[config.mk]
export PLATFORM = sky130hd
export DESIGN_NAME = universal_register_secded
export DESIGN_NICKNAME = d
export VERILOG_FILES = /design/src/rtl/universal_register_secded.sv
export SDC_FILE = /design/constraint.sdc
export NUM_CORES = 1
export LEC_CHECK = 0
export CAP_MARGIN = 10
export CORE_ASPECT_RATIO = 1.2
export CORE_MARGIN = 2
export CORE_UTILIZATION = 37
export DETAILED_ROUTE_END_ITERATION = 7
export PLACE_DENSITY = 0.64
export RECOVER_POWER = 100
export REMOVE_ABC_BUFFERS = 1
export SYNTH_ARGS = -nofsm -noshare
export SYNTH_HDL_FRONTEND = slang
export SYNTH_SLANG_ARGS = --single-unit
[constraint.sdc]
create_clock -name clk -period 8.6 [get_ports clk]
set_input_delay 2.58 -clock clk [delete_from_list [all_inputs] [get_ports clk]]
set_output_delay 2.58 -clock clk [all_outputs]
set_load 0.02 [all_outputs]
[src/rtl/universal_register_secded.sv]
// universal_register_secded
// WIDTH-bit universal shift register (SISO/SIPO/PISO/PIPO) whose storage is a
// SEC-DED codeword. Every read and shift uses corrected data. Single-bit
// upsets are scrubbed back into storage, and errors are flagged and counted.
// Bit 0 of the codeword is overall even parity. Positions 1..CW-1 follow
// Hamming numbering: parity at powers of two, data LSB-first in the rest.
module universal_register_secded #(
  parameter int WIDTH = 8,
  parameter int CNT_W = 8,
  // Iterate P = clog2(WIDTH+P+1) from below to reach the smallest P with
  // 2^P >= WIDTH+P+1. It settles within these steps for practical widths.
  localparam int P0 = $clog2(WIDTH + 1),
  localparam int P1 = $clog2(WIDTH + P0 + 1),
  localparam int P  = $clog2(WIDTH + P1 + 1),
  localparam int CW = WIDTH + P + 1
) (
  input  logic             clk,
  input  logic             rst,
  input  logic             enable,
  input  logic [1:0]       mode,
  input  logic             dir,
  input  logic             load,
  input  logic             serial_in,
  input  logic [WIDTH-1:0] parallel_in,
  input  logic             inj_en,
  input  logic [CW-1:0]    inj_mask,
  input  logic             err_clr,
  output logic             serial_out,
  output logic [WIDTH-1:0] parallel_out,
  output logic             err_single,
  output logic             err_uncorr,
  output logic [CNT_W-1:0] err_count
);

  typedef enum logic [1:0] {
    MODE_SISO = 2'b00,
    MODE_SIPO = 2'b01,
    MODE_PISO = 2'b10,
    MODE_PIPO = 2'b11
  } mode_e;

  localparam logic [CNT_W-1:0] CNT_MAX = {CNT_W{1'b1}};

  // Build a codeword: place the data bits, then fill each Hamming parity bit,
  // then set bit 0 so that the whole word has even parity.
  function automatic logic [CW-1:0] encode(input logic [WIDTH-1:0] value);
    logic [CW-1:0] cw;
    int j;
    cw = '0;
    j  = 0;
    for (int pos = 1; pos < CW; pos++) begin
      if ((pos & (pos - 1)) != 0) begin
        cw[pos] = value[j];
        j++;
      end
    end
    for (int p = 0; p < P; p++) begin
      for (int pos = 1; pos < CW; pos++) begin
        if ((((pos >> p) & 1) == 1) && (pos != (1 << p))) begin
          cw[1 << p] = cw[1 << p] ^ cw[pos];
        end
      end
    end
    cw[0] = ^cw[CW-1:1];
    return cw;
  endfunction

  // Pull the data bits back out of the non-power-of-two positions.
  function automatic logic [WIDTH-1:0] extract(input logic [CW-1:0] cw);
    logic [WIDTH-1:0] value;
    int j;
    value = '0;
    j     = 0;
    for (int pos = 1; pos < CW; pos++) begin
      if ((pos & (pos - 1)) != 0) begin
        value[j] = cw[pos];
        j++;
      end
    end
    return value;
  endfunction

  mode_e            op;
  logic [CW-1:0]    codeword;
  logic [CW-1:0]    codeword_next;
  logic [CW-1:0]    written;
  logic [CW-1:0]    flip;
  logic [CW-1:0]    fixed_cw;
  logic [P-1:0]     syndrome;
  logic             parity_mismatch;
  logic             err_double;
  logic [WIDTH-1:0] data;
  logic [WIDTH-1:0] shifted;

  assign op = mode_e'(mode);

  // Decode the stored word: syndrome, overall parity, and single-bit repair.
  always_comb begin
    syndrome = '0;
    for (int p = 0; p < P; p++) begin
      for (int pos = 1; pos < CW; pos++) begin
        if (((pos >> p) & 1) == 1) begin
          syndrome[p] = syndrome[p] ^ codeword[pos];
        end
      end
    end
    parity_mismatch = ^codeword;
    flip = '0;
    if (parity_mismatch) begin
      if (syndrome == '0) begin
        flip[0] = 1'b1;
      end else if (int'(syndrome) < CW) begin
        flip[syndrome] = 1'b1;
      end
    end
    fixed_cw   = codeword ^ flip;
    data       = extract(fixed_cw);
    err_single = parity_mismatch;
    err_double = (syndrome != '0) && !parity_mismatch;
  end

  // One-position shift of the corrected data toward dir, inserting serial_in.
  always_comb begin
    if (dir) begin
      shifted = {serial_in, data[WIDTH-1:1]};
    end else begin
      shifted = {data[WIDTH-2:0], serial_in};
    end
  end

  // Pick load, shift, scrub or hold, then overlay any injected fault.
  always_comb begin
    written = codeword;
    if (load && (op == MODE_PISO || op == MODE_PIPO)) begin
      written = encode(parallel_in);
    end else if (enable && op != MODE_PIPO) begin
      written = encode(shifted);
    end else if (err_single) begin
      written = encode(data);
    end
    codeword_next = written ^ (inj_en ? inj_mask : '0);
  end

  // Mode-dependent views of the corrected data.
  always_comb begin
    parallel_out = '0;
    serial_out   = 1'b0;
    case (op)
      MODE_SIPO, MODE_PIPO: parallel_out = data;
      default:              serial_out = dir ? data[0] : data[WIDTH-1];
    endcase
  end

  // Protected storage register.
  always_ff @(posedge clk or negedge rst) begin
    if (!rst) begin
      codeword <= encode('0);
    end else begin
      codeword <= codeword_next;
    end
  end

  // Error bookkeeping: saturating corrected count and sticky double flag.
  always_ff @(posedge clk or negedge rst) begin
    if (!rst) begin
      err_count  <= '0;
      err_uncorr <= 1'b0;
    end else if (err_clr) begin
      err_count  <= '0;
      err_uncorr <= 1'b0;
    end else begin
      if (err_single && err_count != CNT_MAX) begin
        err_count <= err_count + 1'b1;
      end
      if (err_double) begin
        err_uncorr <= 1'b1;
      end
    end
  end

endmodule
## Yosys cells after proc, flatten, opt, wreduce, memory -nomap -nowiden

Cells that the tools add are included.

- Bits in registers: 22
- Input port bits: 31
- Word-level logic and storage cells: 402

- $add $sub $neg: 19
- Magnitude comparators: 24
- Equality and inequality tests: 5
- Muxes and demuxes: 273
- Bitwise logic cells: 62
- Reductions and logical operators: 16

Operator list:

| kind | count |
|---|---|
| two-way mux 32 bit | 42 |
| < comparator 32 x 5 -> 1 bit (second input constant) | 21 |
| adder 32 x 2 -> 32 bit (second input constant) | 18 |
| two-way mux 1 bit | 198 |
| two-way mux 13 bit | 6 |
| binary-select mux 1 bit (select 3 bit) | 21 |
| XOR 1 bit | 60 |
| XOR reduction 12 bit | 3 |
| two-way mux 8 bit | 4 |
| XOR 13 bit | 2 |
| XOR reduction 13 bit | 1 |
| two-way mux 12 bit | 1 |
| adder 8 x 1 -> 8 bit (second input constant) | 1 |
| inequality test 8 bit (second input constant) | 1 |
| logical AND 1 bit | 5 |
| < comparator 4 x 5 -> 1 bit (second input constant) | 1 |
| demux 1 bit (select 4 bit) | 1 |
| equality test 2 bit (second input constant) | 2 |
| greater-or-equal comparator 4 x 1 -> 1 bit (second input constant) | 1 |
| zero test 4 bit | 1 |
| < comparator 4 bit (second input constant) | 1 |
| nonzero test 2 bit | 2 |
| nonzero test 4 bit | 1 |
| equality test 2 x 1 -> 1 bit (second input constant) | 1 |
| 4 further kinds | 4 |

## Depth between registers and ports, before layout

- Depth after elaboration: 43
- Gate-level depth with buffers: 12

## Least setup slack after synthesis

No wires, ideal clock.

- Kind: input port to output port
- Start point: in mode[0]
- End point: out parallel_out[1]
- Arrival time: 3.144 ns
- Path slack: 2.876 ns
- Stages: 2
- Path buffers: 1
- Path through: clkbuf_1 nor2b_1

- Cells in the longest elaborated chain, start to end: 3
- Elaborated cells between the ends (all ways): 4
- Classes of those cells: 2 x eq/ne; 1 x mux; 1 x reduce/logical

Ends and longest elaborated chain:

| what | RTL line | source |
|---|---|---|
| from (decl) | 20 | `input logic [1:0] mode,` |
| equality test 2 bit or equality test 2 x 1 -> 1 bit (tied branches) | 148 | `case (op)` |
| OR reduction 2 bit (*) | 148 |  |
| two-way mux 8 bit (*) | 148 |  |
| to (decl) | 29 | `output logic [WIDTH-1:0] parallel_out,` |

Mark *: on every way between the ends. The rest lies on a longest branch, timed or not.

## Worst setup path in the final report

- Start point: in dir
- End point: out serial_out

- Cells in the longest elaborated chain, start to end: 2

Ends and longest elaborated chain:

| what | RTL line | source |
|---|---|---|
| from (decl) | 21 | `input logic dir,` |
| two-way mux 1 bit | 150 | `default: serial_out = dir ? data[0] : data[WIDTH-1];` |
| two-way mux 1 bit | 148 |  |
| to (decl) | 28 | `output logic serial_out,` |

No other way between the ends.

==> run summary <==
In this run the worst hold path is classified as register to register. Setup violations remaining at the end of the flow were counted as 0. The number of synthesized flops with an enable pin is 0, and the largest net degree at the start of global routing is 24. In this run the worst path has a maximum fanout of 15. The post-route fraction of the period consumed by the critical path was 0.862.

The run gives 1 as the level count of the clock H-tree. The average wire per cell in the routed design was 14.3 um. The count of filler cells inserted in the layout is 665, and the first-iteration detailed-routing DRC count is 60. The slew at the pin closest to its max-slew limit works out to 0.992 ns. For the total number of vias, the log shows 2020. A synthesized cell averages 8.75 um^2.

Met3 wirelength from detailed routing: 181 um. The tools report the startpoint of the lowest-slack register-to-register path as codeword[5]. The highest layer touched by signal routing is met4.

In this run the most critical hold path is launched from err_uncorr. Subtracting the final worst setup slack from the clock period gives 7.41 ns. The sink count of the clock tree is 22, and the via density per instance is 4.99.

After floorplanning, the core was sized to cover 6410 um^2. The number of nets still failing antenna checks after routing is 0, and the number of port buffers is 49. The number of different library cells used by synthesis comes to 45. The highest clock rate came out at 135 MHz. The beginning of the critical path was dir.

Global routing finished with a remaining overflow of 0. The logs give 0.809 for the final weighted congestion of routability-driven global placement and 5780 um for the overall routed net length. The initial antenna violation count is 0.

At the later pin of the worst-skew pair, clock insertion delay measures 0.26 ns. The tools report the instance area at placement as 2990 um^2. The count of TritonRoute iterations in the first routing pass was 4. The effective utilization at floorplan came out at 0.380. The wire-length estimate of the detail-placed layout is 4610 um. The repair_antennas step left the layout with diodes totalling 0. Clock slew at the register clock pins of the worst setup and hold paths: 0.07 ns.

The flow ran to the end, and the final reports show no timing, DRC or antenna violations. The tools report the cell at the root of the clock tree as clkbuf_8. The die is 92.8 um tall. The run gives 2640 um as the wire length the detailed router placed on met1.

In this run the horizontal extent of the chip is 78.0 um. From synthesis to final layout, the design area changed by 24.0%. Total setup buffers inserted after CTS: 0. The tools report the worst slew margin relative to its limit as 0.337. The number of placed instances, taps included, is 402. The tools report the final number of max-transition violations as 0. The post-cts sizing count is 0. The tools report the global-route wire length before repair as 9360 um. The post-layout instance area was 3020 um^2.

During synthesis, Yosys emitted a total of 0 warnings. Sequential cell area fraction in the yosys report: 0.226. The wire length on met2 is 2910 um.

The worst setup path is captured at an output port. The tools report the final setup TNS as 0 ns. At the worst endpoint, the required time is 6.02 ns. After the last flow step, the layout net total stands at 354.

The run gives 7240 um^2 as the die area. The clock passes through at most 2 buffers. For the count of hold-fix buffers inserted at cts, the log shows 0. The fraction of registers with async set/reset was 1.00; the multi-input combinational cell area was 1820 um^2.

The area taken by flip-flops and latches was 551 um^2; the data arrival time of the critical path was 4.83 ns. The run gives 32 as the site row count. During I/O placement, the number of pins put on the boundary was 50. For the residual DRC count, the log shows 0. Kind of critical path: input pin to output port. STA classifies the critical path startpoint as an input pin. Setup repair after global routing left no endpoint under its margin.

The tools report the via count of the first global-routing pass as 1892. The top cell types in the final layout, fill and taps aside, are xnor2_1 (46), nand2_1 (40), xor2_1 (35), clkdlybuf4s50_1 (27). Total CTS buffers: 3. TritonCTS built the clock tree. Across the run, the number of max-cap violations was 0. Number of storage elements in the synthesis netlist: 22. The total routing usage reported by global routing was 0.164; the post-route non-filler standard cell count was 405. The mapped netlist covers 2430 um^2. The ratio of cells with drive above 1 in the final layout was 0.0563. In the synthesized netlist the dominant register cell turns out to be dfrtp_1. For the synthesized instance count, the log shows 278. For the number of endpoints with negative hold slack in the final report, the log shows 0. Leaving out fill and tap cells, the most frequent cell in the layout is xnor2_1. The tools report the setup clock skew after layout as 0.00244 ns.
worst max-delay path, cell delays in order:
cell	delay, ns
dlygate4sd3_1	0.91
inv_1	0.34
nor2_1	0.17
a21oi_1	0.05
nor2_1	0.09
dlygate4sd3_1	0.69
flip-flops by register name, summed over array words and instances, names as in the netlist:
signal	flops
codeword	13
err_count	8
err_uncorr	1
final timing paths:
kind / end / slack (ns) / cells after the start
max in group asynchronous: codeword[6] / 5.07 / 1
max reg2reg: codeword[1] / 4.88 / 10
max: serial_out / 1.19 / 6
min reg2reg: err_uncorr / 0.51 / 2
min: err_uncorr / 0.51 / 2
min in group asynchronous: err_count[0] / 2.93 / 1
layout make-up:
class                   instances  area share
clock buffers                   3      0.0137
multi-input cells             244       0.603
flip-flops and latches         22       0.182
inverters                       2     0.00249
repair buffers                 49       0.163
well taps                      85      0.0353
synthesized netlist by cell type (all sizes together), types with 2 or more instances:
library cell,instances,share of area
a211oi,2,0.0062
a21oi,12,0.029
a31oi,2,0.0051
and2,4,0.010
and2b,2,0.0062
and3,2,0.0051
buf,4,0.0072
clkbuf,6,0.0093
dfrtp,22,0.23
inv,2,0.0031
mux2i,16,0.066
nand2,41,0.064
nand2b,5,0.013
nand3,2,0.0041
nand4,5,0.013
nor2,20,0.031
nor2b,5,0.013
o211ai,8,0.025
o21ai,7,0.014
o221ai,2,0.0098
o22ai,3,0.0077
or4,3,0.012
xnor2,53,0.21
xnor3,4,0.037
xor2,35,0.13
stage by stage:
step	setup WS [ns]	hold slack, ns	utilization
after detailed placement	1.45	0.511	0.467
after floorplan	2.94	0.617	-
final	1.19	0.510	0.471
after global placement	1.49	0.510	0.467
after global routing	1.04	0.578	0.471
after CTS	1.45	0.528	0.473
layer usage:
| metal | track usage | vias to the layer above |
|---|---|---|
| met5 | 0 | - |
| met4 | 0.0395 | 0 |
| met3 | 0.0166 | 5 |
| met2 | 0.284 | 37 |
| met1 | 0.220 | 954 |
| li1 | - | 1024 |
cells by family (layout without fill, tap and decap cells):
| group | count (synthesis) | in the layout | share of synthesized area |
|---|---|---|---|
| XOR/XNOR | 92 | 92 | 0.379 |
| flip-flops | 22 | 22 | 0.226 |
| AND/OR/NAND/NOR | 91 | 91 | 0.176 |
| multiplexers | 17 | 17 | 0.0705 |
| AO/OA/AOI/OAI | 43 | 43 | 0.123 |
| adder cells (fa/ha/maj) | 1 | 1 | 0.00514 |
| buffers and inverters | 12 | 54 | 0.0195 |
Power is not shown: default switching activity piles up to over one toggle a cycle in this logic, so the estimate is an artifact.
